===== config.mk =====
export PLATFORM = sky130hd
export DESIGN_NAME = time_counter_p
export DESIGN_NICKNAME = d
export VERILOG_FILES = /design/src/rtl/time_pkg.sv /design/src/rtl/count_split.sv /design/src/rtl/time_counter_p.sv
export SDC_FILE = /design/constraint.sdc
export NUM_CORES = 1
export LEC_CHECK = 0
export CORE_ASPECT_RATIO = 0.7
export CORE_MARGIN = 2
export CORE_UTILIZATION = 57
export CTS_CLUSTER_SIZE = 20
export DETAILED_ROUTE_END_ITERATION = 10
export GPL_TIMING_DRIVEN = 0
export PLACE_DENSITY_LB_ADDON = 0.15
export SLEW_MARGIN = 10
export SYNTH_ARGS = -nofsm -noshare
export SYNTH_HDL_FRONTEND = slang
export SYNTH_SLANG_ARGS = --single-unit

===== constraint.sdc =====
create_clock -name CLOCK -period 8 [get_ports CLOCK]
set_clock_uncertainty 0.15 [all_clocks]
set_input_delay 1.6 -clock CLOCK [delete_from_list [all_inputs] [get_ports CLOCK]]
set_output_delay 1.6 -clock CLOCK [all_outputs]
set_load 0.05 [all_outputs]

===== src/rtl/time_pkg.sv =====
// time_pkg: shared state encoding and time constants for the time counter family.
package time_pkg;
    typedef enum logic [1:0] {ST_SET, ST_RUN, ST_EXPIRED} state_t;
    localparam int SECS_PER_MIN = 60;
    localparam int MOD_HOUR = 3600;
endpackage


===== src/rtl/count_split.sv =====
// count_split: combinational split of a seconds count into minutes and seconds.
module count_split
    import time_pkg::*;
#(
    parameter int W  = 12,
    parameter int MW = 7
) (
    input  logic [W-1:0]  i_count,
    output logic [MW-1:0] o_min,
    output logic [5:0]    o_sec
);
    logic [W-1:0] w_min;
    logic [W-1:0] w_sec;
    assign w_min = i_count / W'(SECS_PER_MIN);
    assign w_sec = i_count % W'(SECS_PER_MIN);
    assign o_min = MW'(w_min);
    assign o_sec = w_sec[5:0];
endmodule


===== src/rtl/time_counter_p.sv =====
// time_counter_p: modulo-MOD up/down time counter advanced by a 1 Hz tick,
// with validated set-mode loading, wrap pulse and countdown expiry.
module time_counter_p
    import time_pkg::*;
#(
    parameter int MOD          = MOD_HOUR,
    parameter int W            = 12,
    parameter int MW           = 7,
    parameter int STOP_AT_ZERO = 0,
    parameter int RESET_VALUE  = 0
) (
    input  logic          CLOCK,
    input  logic          RESET_N,
    input  logic          TICK,
    input  logic          ENABLE,
    input  logic          TIME_FLOWS,
    input  logic          DIR,
    input  logic [W-1:0]  SET_TIME,
    output logic [W-1:0]  count,
    output logic          WRAP,
    output logic          EXPIRED,
    output logic          SET_CLAMPED,
    output logic [MW-1:0] MIN_OUT,
    output logic [5:0]    SEC_OUT
);
    localparam logic [W-1:0] MAX = W'(MOD - 1);

    state_t       r_state, w_state;
    logic [W-1:0] r_count, w_count;
    logic         r_wrap, w_wrap;
    logic         r_expired, w_expired;
    logic         r_clamped, w_clamped;
    logic         w_tick;

    assign w_tick = TICK & TIME_FLOWS;

    always_ff @(posedge CLOCK or negedge RESET_N) begin
        if (!RESET_N) begin
            r_state   <= ST_SET;
            r_count   <= W'(RESET_VALUE);
            r_wrap    <= 1'b0;
            r_expired <= 1'b0;
            r_clamped <= 1'b0;
        end else begin
            r_state   <= w_state;
            r_count   <= w_count;
            r_wrap    <= w_wrap;
            r_expired <= w_expired;
            r_clamped <= w_clamped;
        end
    end

    always_comb begin
        w_state   = r_state;
        w_count   = r_count;
        w_wrap    = 1'b0;
        w_expired = r_expired;
        w_clamped = r_clamped;
        if (!ENABLE) begin
            w_state   = ST_SET;
            w_count   = (SET_TIME > MAX) ? MAX : SET_TIME;
            w_clamped = SET_TIME > MAX;
            w_expired = 1'b0;
        end else begin
            case (r_state)
                ST_SET: w_state = ST_RUN;
                ST_RUN: begin
                    if (w_tick && !DIR) begin
                        w_count = (r_count == MAX) ? '0 : r_count + 1'b1;
                        w_wrap  = r_count == MAX;
                    end else if (w_tick && r_count != '0) begin
                        w_count = r_count - 1'b1;
                        if (STOP_AT_ZERO != 0 && r_count == W'(1)) begin
                            w_expired = 1'b1;
                            w_state   = ST_EXPIRED;
                        end
                    end else if (w_tick && STOP_AT_ZERO != 0) begin
                        w_expired = 1'b1;
                        w_state   = ST_EXPIRED;
                    end else if (w_tick) begin
                        w_count = MAX;
                        w_wrap  = 1'b1;
                    end
                end
                ST_EXPIRED: w_state = ST_EXPIRED;
                default: w_state = ST_SET;
            endcase
        end
    end

    assign count       = r_count;
    assign WRAP        = r_wrap;
    assign EXPIRED     = r_expired;
    assign SET_CLAMPED = r_clamped;

    count_split #(.W(W), .MW(MW)) u_split (
        .i_count (r_count),
        .o_min   (MIN_OUT),
        .o_sec   (SEC_OUT)
    );
endmodule


## Word-level counts from Yosys, hierarchy flattened

Index checks and enable logic that the tools add are counted.

- Register bits after elaboration: 16
- Latch bits: 0
- Bits in writable memories: 0
- Memory bits (read-only): 0
- Memories: 0

- Add/sub/neg operators: 2
- Multiply operators: 0
- Div/mod/pow operators: 2
- Magnitude comparators: 1
- Equality and inequality tests: 6
- Shift operators: 0
- Mux-type cells: 14
- Bitwise operators: 1
- Reductions and logical operators: 6

Operators by type and width:

| cell | number |
|---|---|
| two-way mux 12 bit | 7 |
| adder 12 x 1 -> 12 bit, second input constant | 1 |
| divider 12 x 6 -> 12 bit, second input constant | 1 |
| equality test 12 bit, second input constant | 1 |
| greater-than comparator 12 bit, second input constant | 1 |
| remainder unit 12 x 6 -> 12 bit, second input constant | 1 |
| nonzero test 12 bit | 1 |
| subtractor 12 x 1 -> 12 bit, second input constant | 1 |
| one-hot mux 2 bit (3 select lines) | 1 |
| two-way mux 1 bit | 5 |
| inequality test 4 x 1 -> 1 bit, second input constant | 1 |
| equality test 2 x 1 -> 1 bit, second input constant | 1 |
| equality test 2 bit, second input constant | 1 |
| logical AND 1 bit | 2 |
| zero test 2 bit | 1 |
| two-way mux 2 bit | 1 |
| inequality test 2 x 1 -> 1 bit, second input constant | 1 |
| inequality test 2 bit, second input constant | 1 |
| AND reduction 2 bit | 1 |
| bitwise AND 1 bit | 1 |
| zero test 1 bit | 1 |

## Longest topological paths before layout

Gate-level depths: netlist (run 1).

- Depth in word-level cells: 6
- Mapped depth: 12
- Depth with buffers taken out: 10

## By module

From an unflattened synthesis (run 1), not the netlist that was laid out.

- Cell total of the unflattened synthesis: 319
- Area, all modules: 2396.0 sq um

By module, submodules not included:

| module | times used | cells each | area an instance (sq um) | seq. area each (sq um) |
|---|---|---|---|---|
| time_counter_p | 1 | 188 | 1506.4 | 400.4 |
| count_split | 1 | 131 | 889.6 | 0.0 |

## Least setup slack after synthesis (run 1)

No wires, ideal clock.

- Path kind: register -> output
- Start point: register r_count[9], in the netlist count[9]
- End point: output port SEC_OUT[5]
- Arrival time: 4.347 ns
- Setup slack: 1.903 ns
- Cell stages (with the launch flop): 12
- Cell sequence: dfrtp_1 buf_2 nand2_1 and3_1 o21ai_1 mux2_4 buf_6 a211oi_2 o211ai_1 o21ai_1 o31ai_1 o21ai_0

- Longest elaborated chain between the ends: 1

RTL lines:

| what | line | RTL |
|---|---|---|
| start: declaration | time_counter_p.sv:29 | `logic [W-1:0] r_count, w_count;` |
| start signal: assignment | time_counter_p.sv:40 | `r_count <= W'(RESET_VALUE);` |
| start signal: assignment | time_counter_p.sv:46 | `r_count <= w_count;` |
| remainder unit 12 x 6 -> 12 bit | count_split.sv:15 | `assign w_sec = i_count % W'(SECS_PER_MIN);` |
| end: declaration | time_counter_p.sv:24 | `output logic [5:0] SEC_OUT` |

Every way passes these cells.

## Worst setup path in the final report (run 1)

- Start point: register r_count[10], in the netlist count[10]
- End point: output port SEC_OUT[4]

The elaborated chain is that of the path after synthesis.

==> run metrics, run 1 <==
run status=completed; worst vdd ir=approximately 0.16 mV; Total Die Area=4450 sq um; Initial Util=between 50% and 60%; storage element area=between 400 and 500 sq um; Chip Height=56.4 um; final core utilization=between 70% and 80%; Slew Limit Fails=0; depth of the most critical reg-to-reg path=10; setup_tns=0 ns; ratio of cells with drive above 1 in the final layout=11.0%; worst setup slack for register-to-register paths=4.79 ns; Worst Slack Setup Final=between 2 and 2.5 ns; count of maximum capacitance violations=0; Clock Sink Count=16; count of synthesis-stage warnings from yosys=0; CTS tree=built; Cells after Synth=309; startpoint of the lowest-slack register-to-register path=count[5]; Root Buffer Master=clkbuf_8; routability congestion estimate=0.998; count of input and output buffers=43; class of the tightest hold or removal check=reg -> reg; post-detailed-route via-to-cell ratio=6.54; area of the multi-input gates=~1600 sq um; measured slew at the worst slew-check pin=between 0.9 and 1 ns; initial antenna violation count=0; number of I/O pins=46; Gates resized, CTS repair=0; setup repair after global routing missed its margin=false; Routed Antenna Nets=0; DIE WIDTH=between 70 and 80 um; total wirelength of the detailed-routed design=6.76 mm; wire length per cell after detailed routing=16.6 um; Power Density=roughly 210 nW/um^2; violation count after the first detailed-route iteration=roughly 240; data arrival time of the critical path=slightly above 4 ns; Clock Latency Late Sink=0.26 ns; maximum number of pins on one net before global-route repair=17; wire length of the first global-routing pass=10.8 mm; Final setup viols=0; summed instance area of the synthesized netlist=2240 sq um; Synth area leader=dfrtp_1; fraction of registers with async set/reset=100%; clock slew seen by the registers of the worst setup and hold paths=0.07 ns; shortest clock period the worst path allows after layout=5.82 ns; placeable core area=3850 sq um; estimated wirelength of the detail-placed design=5.05 mm; worst setup path start=count[10]; leakage component of the power=approximately 0.0011 uW; type of the setup path with the least slack=reg -> out; via count of the first global-routing pass=2,319; worst setup slack after placement=between 2 and 2.5 ns; top post-synthesis cells by count=nand2_1 (32), nor2_1 (26), a21oi_1 (23); RR Endpoint=count[5]; layout-stage area growth over the synthesis result=24.6%; Post-synth top flop=dfrtp_1; sequential element share of the synthesized area=between 15 and 20%; H-tree Lvls=1; crit path to=SEC_OUT[4]; Max Clock Freq=about 0.17 GHz; ANT cells=0; net count after synthesis=330; CP max FO=10; fill cell total of the finished layout=367; synthesis-stage register bit count=16; number of enable-type register cells in the synthesized netlist=0; source of the worst hold timing path=r_state[1]; Rel. slew slack=between 30% and 40%; Final Cycle Share=72.7%; worst hold margin=0.332 ns; remaining global-route overflow=0; Net count, final=378; number of library cell types mapped by synthesis=68; Initial DRT Pass Iterations=5; CP Data Required Time=about 6.3 ns; cell types occupying the most area after synthesis=dfrtp_1 (18%), nand2_1 (5.4%), a21oi_1 (5.1%), o21ai_0 (4.9%), nor2_1 (4.4%); total routing usage reported by global routing=a little under a third; number of clock buffers inserted by TritonCTS=3; syn avg cell area=~7.2 sq um; via count of the routed design=around 2,700; kind of capture point of the worst setup path=primary output; final hold vios=0; Critical Path Source Type=flip-flop; worst-case clock buffer depth=2; floorplan row count=19; area share of the largest cell type after synthesis=17.9%; cts-stage hold buffer count=0; post-detailed-route DRC marker count=0; Setup Fix Bufs, Post-CTS=0; most frequent cell after synthesis=nand2_1
worst min path at each step:
stage                       endpoint  slack, ns  cells after the start
final                     r_state[0]       0.33                      1
after global routing      r_state[0]       0.37                      1
after CTS                 r_state[0]       0.33                      1
after detailed placement  r_state[0]       0.32                      1
after global placement    r_state[0]       0.31                      1
after floorplan           r_state[0]       0.28                      1
per-layer routing:
| metal | track usage [%] | wire length [um] |
|---|---|---|
| met1 | 44.6 | 3030 |
| met3 | 1.45 | 544 |
| met2 | 48.5 | 3100 |
| met5 | 0 | 0 |
| met4 | 6.90 | 86 |
sequential cells by signal, indices dropped and copies added (netlist names):
signal	cells
SET_CLAMPED	1
WRAP	1
count	12
r_state	2
through the flow:
stage	instance area [sq um]	power, uW	std cells
after CTS	2790	572	408
after global routing	2790	606	408
after global placement	2730	489	404
after detailed placement	2730	497	404
final	2790	575	408
after floorplan	2240	388	309
report_power, final:
group | internal (uW) | switching [uW]
Clock | 43.7 | 30.6
Combinational | 144 | 258
Sequential | 87.9 | 10.5
Total | 276 | 299
layout make-up:
class	count	area share, %
well taps	52	2.33
inverters	9	1.21
repair buffers	43	15.4
flip-flops and latches	16	14.4
clock buffers	4	1.97
plain buffers	28	5.88
multi-input cells	256	58.8
layout by cell type, fill, tap and decap left out, drive strengths merged, types with 4 or more instances in the layout:
master         synthesis  layout
clkdlybuf4s50          0      43
nand2                 33      33
nor2                  26      26
o21ai                 26      26
a21oi                 24      24
clkbuf                14      18
dfrtp                 16      16
buf                   14      14
and3                  12      12
nand3                 11      11
a22oi                 10      10
inv                    9       9
o211ai                 8       8
nor3                   8       8
and2                   7       7
a31oi                  6       6
or2                    5       5
o221ai                 5       5
nor2b                  4       4
a211oi                 4       4
mux2                   4       4
logic make-up (layout without fill, tap and decap cells):
group / Yosys count / in the layout / share of synthesized area, %
adder cells (fa/ha/maj): 5 / 5 / 2.63
XOR/XNOR: 5 / 5 / 1.96
AO/OA/AOI/OAI: 112 / 112 / 35.5
other: 1 / 1 / 0.168
AND/OR/NAND/NOR: 126 / 126 / 29.4
multiplexers: 7 / 7 / 3.69
flip-flops: 16 / 16 / 17.9
buffers and inverters: 37 / 84 / 8.84
critical path: stages, from the launching register on:
cell and delay (ns):
dfrtp_1 0.48, buf_4 0.22, and2_2 0.23, o211ai_1 0.29, a21oi_1 0.12, o211a_2 0.32, a211oi_2 0.22, o211ai_1 0.15
o21ai_1 0.42, a211oi_1 0.11, a2111oi_1 0.38, nand3_1 0.14, clkdlybuf4s50_1 0.72
Note: power is estimated with default switching activity, not from simulation.
==> run 2: changes to the inputs <==
- CORE_UTILIZATION: 57 -> 47
- clock period: 8 -> 5.3 ns (I/O delays scaled with it)
==> run metrics, run 2 (synthesized netlist as in run 1, its figures left out) <==
run status=completed; delay of the slowest cell on the worst path=approximately 0.70 ns; crit path to=MIN_OUT[0]; data arrival time of the critical path=3.76 ns; CTS tree=built; Clock Latency Late Sink=between 0.2 and 0.3 ns; maximum number of pins on one net before global-route repair=17; kind of capture point of the worst setup path=primary output; worst setup slack for register-to-register paths=1.97 ns; Root Buffer Master=clkbuf_8; H-tree Lvls=1; Rel. slew slack=a little under two fifths; worst-case clock buffer depth=2; CP max FO=7; count of maximum capacitance violations=0; CP Data Required Time=4.09 ns; floorplan row count=20; Chip Height=61.7 um; count of input and output buffers=between 40 and 50; Largest register FFs=12; wire length per cell after detailed routing=16.6 um; Clock Sink Count=16; shortest clock period the worst path allows after layout=4.97 ns; type of the setup path with the least slack=reg -> out; Total Die Area=between 5000 and 6000 sq um; most common cell after layout, fill and taps aside=clkdlybuf4s50_1; initial antenna violation count=0; number of I/O pins=between 40 and 50; estimated wirelength of the detail-placed design=slightly above 5 mm; layout-stage area growth over the synthesis result=25.4%; Routed Antenna Nets=0; Net count, final=378; critical-path cell with the highest stage delay=clkdlybuf4s50_1; worst vdd ir=between 0.15 and 0.2 mV; via count of the routed design=2,651; Initial Util=50.2%; worst hold margin=0.322 ns; leakage component of the power=0.00116 uW; Max Clock Freq=just over 0.2 GHz; post-detailed-route DRC marker count=0; Slew Limit Fails=0; Final Cycle Share=between 90% and 100%; final hold vios=0; clock slew seen by the registers of the worst setup and hold paths=0.07 ns; ANT cells=0; measured slew at the worst slew-check pin=0.945 ns; setup repair after global routing missed its margin=false; via count of the first global-routing pass=2,262; placeable core area=4450 sq um; class of the tightest hold or removal check=reg -> reg; Power Density=310 nW/um^2; total routing usage reported by global routing=a little over a quarter; ratio of cells with drive above 1 in the final layout=11.2%; violation count after the first detailed-route iteration=195; remaining global-route overflow=0; Initial DRT Pass Iterations=5; worst setup path start=count[9]; Final setup viols=0; Critical Path, Cell by Cell=and2_1 > buf_6 > maj3_2 > a222oi_1 > o211a_2 > a211oi_2 > o211ai_1 > mux2_2 > a31oi_1 > inv_1 > clkdlybuf4s50_1; cts-stage hold buffer count=0; Critical Path Source Type=flip-flop; most frequent cells in the layout=clkdlybuf4s50_1 (39), nand2_1 (32), nor2_1 (26), a21oi_1 (23), o21ai_0 (21); RR Endpoint=count[5]; setup_tns=0 ns; post-detailed-route via-to-cell ratio=6.45; wire length of the first global-routing pass=approximately 11 mm; startpoint of the lowest-slack register-to-register path=count[5]; total wirelength of the detailed-routed design=6.82 mm; depth of the most critical reg-to-reg path=10; number of clock buffers inserted by TritonCTS=3; DIE WIDTH=86.5 um; routability congestion estimate=0.959
-- run 2: power by group --
group / switching (uW) / total, uW / internal (uW)
sequential: 15.6 / 148 / 133
clock: 46.2 / 112 / 66.1
combinational: 392 / 608 / 217
total: 454 / 869 / 415
-- run 2: metal layers --
metal	wire length [um]	vias up	track usage, %
li1	-	1262	-
met1	3190	1247	39.0
met2	3010	133	41.3
met3	548	9	2.77
met4	71	0	6.70
met5	0	-	0
-- run 2: layout make-up --
cell class,instances,area [sq um]
Buffer,28,164
Clock buffer,4,55.1
Fill cell,402,1650
Inverter,9,33.8
Multi-Input combinational cell,256,1640
Sequential cell,16,400
Tap cell,55,68.8
Timing Repair Buffer,43,440
-- run 2: how the worst min path moves through the flow --
stage	startpoint	end	slack, ns	cells after the start
after floorplan	r_state[1]	r_state[0]	0.28	1
after global placement	r_state[1]	r_state[0]	0.31	1
after detailed placement	r_state[1]	r_state[0]	0.32	1
after CTS	r_state[1]	r_state[0]	0.33	1
after global routing	r_state[1]	r_state[0]	0.37	1
final	r_state[1]	r_state[0]	0.32	1
-- run 2: repair_timing --
action / 4_1_cts / 5_1_grt
setup buffers: 0 / 0
resized for setup: 0 / 5
endpoints found under the setup margin: 0 / 4
-- run 2: critical path, delay by kind of cell, from the launching register on --
| family | cells | cell delay [ns] |
|---|---|---|
| AOI/OAI and AO/OA | 5 | 1.24 |
| buffers and inverters | 3 | 0.90 |
| DFF | 1 | 0.46 |
| muxes | 1 | 0.42 |
| adders and majority gates | 1 | 0.30 |
| and+or+nand+nor | 1 | 0.20 |
-- run 2: metrics by stage --
step	worst slack (ns)	utilization [%]	instances	area (sq um)	power (uW)
2_1_floorplan	0.114	-	309	2240	586
3_3_place_gp	0.403	61.4	407	2740	743
3_5_place_dp	0.375	61.4	407	2740	751
4_1_cts	0.0974	62.7	411	2790	865
5_1_grt	0.132	63.0	411	2810	922
6_report	0.332	63.0	411	2810	869
==> run 3: changes to the inputs <==
- CORE_MARGIN: 2 -> 5
- CORE_UTILIZATION: 47 -> 59
- DONT_BUFFER_PORTS: not set -> 1
==> run metrics, run 3 (synthesized netlist as in run 1, its figures left out) <==
run status=completed; floorplan row count=18; measured slew at the worst slew-check pin=1.18 ns; data arrival time of the critical path=3.83 ns; Routed Antenna Nets=0; number of clock buffers inserted by TritonCTS=3; estimated wirelength of the detail-placed design=4.76 mm; Root Buffer Master=clkbuf_8; final hold vios=0; type of the setup path with the least slack=reg -> out; setup_tns=0 ns; maximum number of pins on one net before global-route repair=17; Initial DRT Pass Iterations=5; worst setup slack for register-to-register paths=1.76 ns; leakage component of the power=0.000961 uW; total wirelength of the detailed-routed design=6.44 mm; Clock Latency Late Sink=0.26 ns; post-detailed-route via-to-cell ratio=6.73; Largest register FFs=12; cts-stage hold buffer count=0; Rel. slew slack=approximately 21%; Final setup viols=0; most common cell after layout, fill and taps aside=nand2_1; Final Cycle Share=95.1%; Setup Fix Bufs, Post-CTS=0; H-tree Lvls=1; wire length per cell after detailed routing=17.7 um; routability congestion estimate=~0.91; via count of the routed design=2,443; kind of capture point of the worst setup path=primary output; CP Data Required Time=approximately 4.1 ns; Clock Sink Count=16; Critical Path Source Type=flip-flop; placeable core area=3580 sq um; shortest clock period the worst path allows after layout=5.04 ns; setup repair after global routing missed its margin=false; Power Density=332 nW/um^2; worst vdd ir=0.248 mV; final core utilization=between 60% and 70%; class of the tightest hold or removal check=reg -> reg; DIE WIDTH=83.6 um; Slew Limit Fails=0; remaining global-route overflow=0; number of I/O pins=between 40 and 50; ratio of cells with drive above 1 in the final layout=16.9%; Net count, final=around 340; CP max FO=10; violation count after the first detailed-route iteration=162; wire length of the first global-routing pass=10.5 mm; CTS tree=built; clock slew seen by the registers of the worst setup and hold paths=0.07 ns; worst-case clock buffer depth=2; via count of the first global-routing pass=2,162; Max Clock Freq=0.198 GHz; initial antenna violation count=0; total routing usage reported by global routing=between 20 and 25%; post-detailed-route DRC marker count=0; Chip Height=just over 60 um; Total Die Area=5140 sq um; ANT cells=0; layout-stage area growth over the synthesis result=8.22%; Initial Util=62.5%; count of maximum capacitance violations=0; count of input and output buffers=0; most frequent cells in the layout=nand2_1 (32), nor2_1 (25), a21oi_1 (23), o21ai_0 (20), clkbuf_1 (14)
[run 3: changes by cell type in the layout (fill, tap and decap cells not counted), sizes merged]
cell / before / now
clkdlybuf4s50: 39 / 0
dlymetal6s2s: 4 / 0
[run 3: layer usage]
metal | wire length [um] | up-vias | track usage, % | share of wire (%)
met5 | 0 | - | 0 | 0
met4 | 70 | 0 | 5.50 | 1.1
met3 | 497 | 9 | 2.67 | 7.7
met2 | 2900 | 106 | 40.5 | 45
met1 | 2970 | 1149 | 36.3 | 46
li1 | - | 1179 | - | -
[run 3: worst max-delay path, stage by stage, from the launching register on]
cell	delay, ns
dfrtp_4	0.58
buf_2	0.23
buf_2	0.20
o211ai_1	0.11
o311ai_0	0.16
a211o_1	0.31
o211a_2	0.17
a211oi_2	0.23
o211ai_1	0.19
o21ai_4	0.53
a211oi_1	0.13
a2111oi_2	0.38
nand3_2	0.33
[run 3: per-stage QoR]
| stage | power [uW] | area [sq um] | setup slack [ns] | hold WS [ns] | cells |
|---|---|---|---|---|---|
| after global placement | 643 | 2300 | -0.313 | 0.306 | 359 |
| after detailed placement | 649 | 2300 | -0.361 | 0.321 | 359 |
| final | 804 | 2420 | 0.260 | 0.325 | 363 |
| after floorplan | 586 | 2240 | 0.114 | 0.282 | 309 |
| after global routing | 849 | 2420 | 0.0226 | 0.331 | 363 |
| after CTS | 777 | 2380 | 0.0605 | 0.323 | 363 |
[run 3: area by class of cell]
cell class / instances / area, sq um
inverters: 9 / 33.8
fillers: 286 / 1160
clock buffers: 4 / 55.1
multi-input cells: 256 / 1700
well taps: 50 / 62.6
flip-flops and latches: 16 / 410
plain buffers: 28 / 164
[run 3: report_power, final]
group	switching, uW	internal [uW]	total, uW	leakage [uW]
combinational	351	153	504	0.000746
sequential	54.1	133	187	0.000186
clock	46.1	66.1	112	0.0000288
[run 3: path summary, 6_finish.rpt]
check,start,end,cells after the start
min in group asynchronous,RESET_N,count[9],0
min,r_state[1],r_state[0],1
max in group asynchronous,RESET_N,count[7],0
max,count[9],SEC_OUT[4],12
min reg2reg,r_state[1],r_state[0],1
max reg2reg,count[5],count[5],10
[run 3: what timing repair did]
item / 4_1_cts / 5_1_grt
resized for setup: 6 / 11
endpoints found under the setup margin: 4 / 3
pin swaps: 0 / 2
==> edit 1: new RTL, config.mk and constraints of run 2 <==
Change the parameter `STOP_AT_ZERO` from 0 to 1.
--- a/src/rtl/time_counter_p.sv
+++ b/src/rtl/time_counter_p.sv
@@ -8,3 +8,3 @@
     parameter int MW           = 7,
-    parameter int STOP_AT_ZERO = 0,
+    parameter int STOP_AT_ZERO = 1,
     parameter int RESET_VALUE  = 0
Behaviour: not the same (a bounded check fails within 4 cycles, from zero or initial values and one cycle with RESET_N low).
==> edit 1 against run 2 <==
- final area down 4.2%
- critical path depth rose by 1
- largest power group unchanged
- first-iteration DRC count up 42%
- combinational power is essentially flat
- routed wire length is 9.0% lower
- synthesized area fell by 4.2%
- setup slack gained 0.066 ns
- global-route usage decreased by 1.4 points
- sequential cell count grew 1
- sequential power increased by 11%
- synthesized cell count fell by 2.9%
- non-clock buffer count decreased by 2
- power up 0.71%
==> edit 1: results <==
set metrics [dict create \
    synth_cell_type_count 65 \
    holdPathStages 2 \
    grtUsageTotal 0.249 \
    reg2reg_from "count[7]" \
    synthTopCellsByArea "dfrtp_1 (20%), a21oi_1 (6.1%), o21ai_0 (5.6%), nor2_1 (5.4%), nand2_1 (5.3%)" \
    reg2reg_to "count[6]" \
    dp_hpwl_um 4820 \
    r2r_setup_slack_ns 2.24 \
    nClkBuffers 4 \
    first_pass_iters 4 \
    cts_root_buffer "clkbuf_8" \
    cp_max_fo 10 \
    cp-startpoint "count[11]" \
    slew_headroom 0.431 \
    synthAdderAreaFrac 0.0450 \
    hold_ws_ns 0.347 \
    nets 373 \
    worstHoldStart "SET_CLAMPED" \
    num-multi-input-gates 248 \
    cts.repair.resized 3 \
    clock_path_buffers 2 \
    drt-initial-drc-count 277 \
    p_int_uw 407 \
    nonClkBufAreaFrac 0.206 \
    port_buffers 44 \
    crit_path_end "SEC_OUT[4]" \
    multi_input_area_um2 1560 \
    comb-power_uw 609 \
    synth_ff_type "dfrtp_1" \
    hold_end "SET_CLAMPED" \
    vias 2416 \
    cp_slowest_stage_delay_ns 0.40 \
    cts.sinks 17 \
    muxShareOfSynthArea 0.0356 \
    clk_share 0.0168 \
    seq_area_frac_synth 0.198 \
    gp_congestion 0.982 \
    r2r_cells 11 \
    post_drt_wl_per_cell_um 15.4 \
    syn_nets 324 \
    cp.arrival_ns 3.69 \
    p_leak_uw 0.00106 \
    grt_pass1_vias 2119 \
    grt_pass1_wl_um 10200 \
    status "finished clean" \
    synth-compound-area-share 0.326 \
    synth_xor_area_frac 0.0286 \
    synthTopCellsByCount "nor2_1 (31), nand2_1 (30), a21oi_1 (26)" \
    inv_count 10 \
]
-- edit 1: per-layer routing --
metal  wire [µm]  share of wire  global-route usage  vias to the layer above
met5           0              0                   0                        -
met4          26         0.0042              0.0340                        0
met2        2620           0.42               0.378                       97
met1        3110           0.50               0.382                     1112
li1            -              -                   -                     1204
met3         451          0.073              0.0422                        3
-- edit 1: worst min-delay path, delay by kind of cell (launching register included) --
family | cells | cell delay [ns]
and+or+nand+nor | 1 | 0.05
AOI/OAI and AO/OA | 1 | 0.07
DFF | 1 | 0.34
-- edit 1: metrics by stage --
step	instance area, µm²	util	instances	power [µW]	setup slack [ns]
2_1_floorplan	2140	-	300	615	0.0975
3_3_place_gp	2650	0.609	399	779	0.246
3_5_place_dp	2650	0.609	399	784	0.227
4_1_cts	2690	0.619	403	877	0.0992
5_1_grt	2690	0.617	403	932	0.116
6_report	2690	0.617	403	875	0.398
==> edit 2: new RTL, config.mk and constraints of run 2 <==
Made on the original files. Add an input register stage for `TICK`, `ENABLE`, `TIME_FLOWS`, `DIR` and `SET_TIME`, cleared by the reset; this delays them by one clock.
--- a/src/rtl/time_counter_p.sv
+++ b/src/rtl/time_counter_p.sv
@@ -27,2 +27,24 @@
 
+    logic TICK_q;
+    logic ENABLE_q;
+    logic TIME_FLOWS_q;
+    logic DIR_q;
+    logic [W-1:0] SET_TIME_q;
+
+    always_ff @(posedge CLOCK or negedge RESET_N) begin
+        if (!RESET_N) begin
+            TICK_q       <= '0;
+            ENABLE_q     <= '0;
+            TIME_FLOWS_q <= '0;
+            DIR_q        <= '0;
+            SET_TIME_q   <= '0;
+        end else begin
+            TICK_q       <= TICK;
+            ENABLE_q     <= ENABLE;
+            TIME_FLOWS_q <= TIME_FLOWS;
+            DIR_q        <= DIR;
+            SET_TIME_q   <= SET_TIME;
+        end
+    end
+
     state_t       r_state, w_state;
@@ -34,3 +56,3 @@
 
-    assign w_tick = TICK & TIME_FLOWS;
+    assign w_tick = TICK_q & TIME_FLOWS_q;
 
@@ -58,6 +80,6 @@
         w_clamped = r_clamped;
-        if (!ENABLE) begin
+        if (!ENABLE_q) begin
             w_state   = ST_SET;
-            w_count   = (SET_TIME > MAX) ? MAX : SET_TIME;
-            w_clamped = SET_TIME > MAX;
+            w_count   = (SET_TIME_q > MAX) ? MAX : SET_TIME_q;
+            w_clamped = SET_TIME_q > MAX;
             w_expired = 1'b0;
@@ -67,3 +89,3 @@
                 ST_RUN: begin
-                    if (w_tick && !DIR) begin
+                    if (w_tick && !DIR_q) begin
                         w_count = (r_count == MAX) ? '0 : r_count + 1'b1;
Formal check against the unedited RTL: not equivalent (a bounded check fails within 4 cycles, from zero or initial values and one cycle with RESET_N low).
==> edit 2 against run 2 <==
- power is 35% higher
- synthesized area rose by 15%
- routed wire length grew 1.3%
- hold slack better by 0.0071 ns
- fmax is 1.9% lower
- sequential cell count rose by 16
- die area increased by 14%
- setup slack got worse by 0.096 ns
- final area is 14% higher
- via count increased by 3.1%
- register-to-register slack better by 0.27 ns
- count of clock-buffer cells in the layout is 3 higher
- critical endpoint is now SEC_OUT[4]
==> edit 2: results <==
set metrics [dict create \
    dp.cells 443 \
    routed_wl_um 6910 \
    clock_latency_ns 0.29 \
    r2r_cells 9 \
    cts.repair.resized 2 \
    cp_max_fo 10 \
    placed_cell_area_um2 3100 \
    r2r_setup_slack_ns 2.24 \
    cp_slowest_stage_delay_ns 0.55 \
    reg2reg_from "count[11]" \
    synthTopCellsByArea "dfrtp_1 (31%), nand2_1 (6.1%), a21oi_1 (5.3%), o21ai_0 (4.5%), nor2_1 (3.5%)" \
    dp_hpwl_um 5220 \
    synth_cell_type_count 65 \
    p_leak_uw 0.00127 \
    status "finished clean" \
    yosysTopAreaCellShare 0.311 \
    cpMaxStageDelayCell "dlygate4sd2_1" \
    port_buffers 44 \
    worst_pin_slew_ns 0.676 \
    grt_pass1_wl_um 11700 \
    gp_congestion 0.921 \
    postSynthCellCount 327 \
    fillers 469 \
    seq_area_frac_synth 0.311 \
    numCtsBuffers 5 \
    powerClk_uw 195 \
    pwr-share-clk 0.166 \
    num-multi-input-gates 257 \
    crit_path_end "SEC_OUT[4]" \
    tap_cells 72 \
    htreeDepth 2 \
    nClkBuffers 7 \
    hold_end "r_state[1]" \
    seq_share 0.250 \
    final_cell_area_um2 3210 \
]
==> edit 2: kinds of logic (layout without fill, tap and decap cells) <==
| family | after synthesis | after routing | share of synthesized area |
|---|---|---|---|
| AO/OA/AOI/OAI | 117 | 117 | 0.318 |
| adder cells (fa/ha/maj) | 5 | 5 | 0.0229 |
| other | 1 | 1 | 0.00146 |
| multiplexers | 2 | 2 | 0.00826 |
| XOR/XNOR | 9 | 9 | 0.0306 |
| buffers and inverters | 38 | 90 | 0.0724 |
| flip-flops | 32 | 32 | 0.311 |
| AND/OR/NAND/NOR | 123 | 123 | 0.235 |
==> edit 2: routing by layer <==
layer | global-route usage | vias to the layer above | wire length (µm)
met3 | 0.0525 | 14 | 670
met5 | 0 | - | 0
met4 | 0.0690 | 0 | 116
met2 | 0.365 | 142 | 2870
li1 | - | 1323 | -
met1 | 0.360 | 1254 | 3260
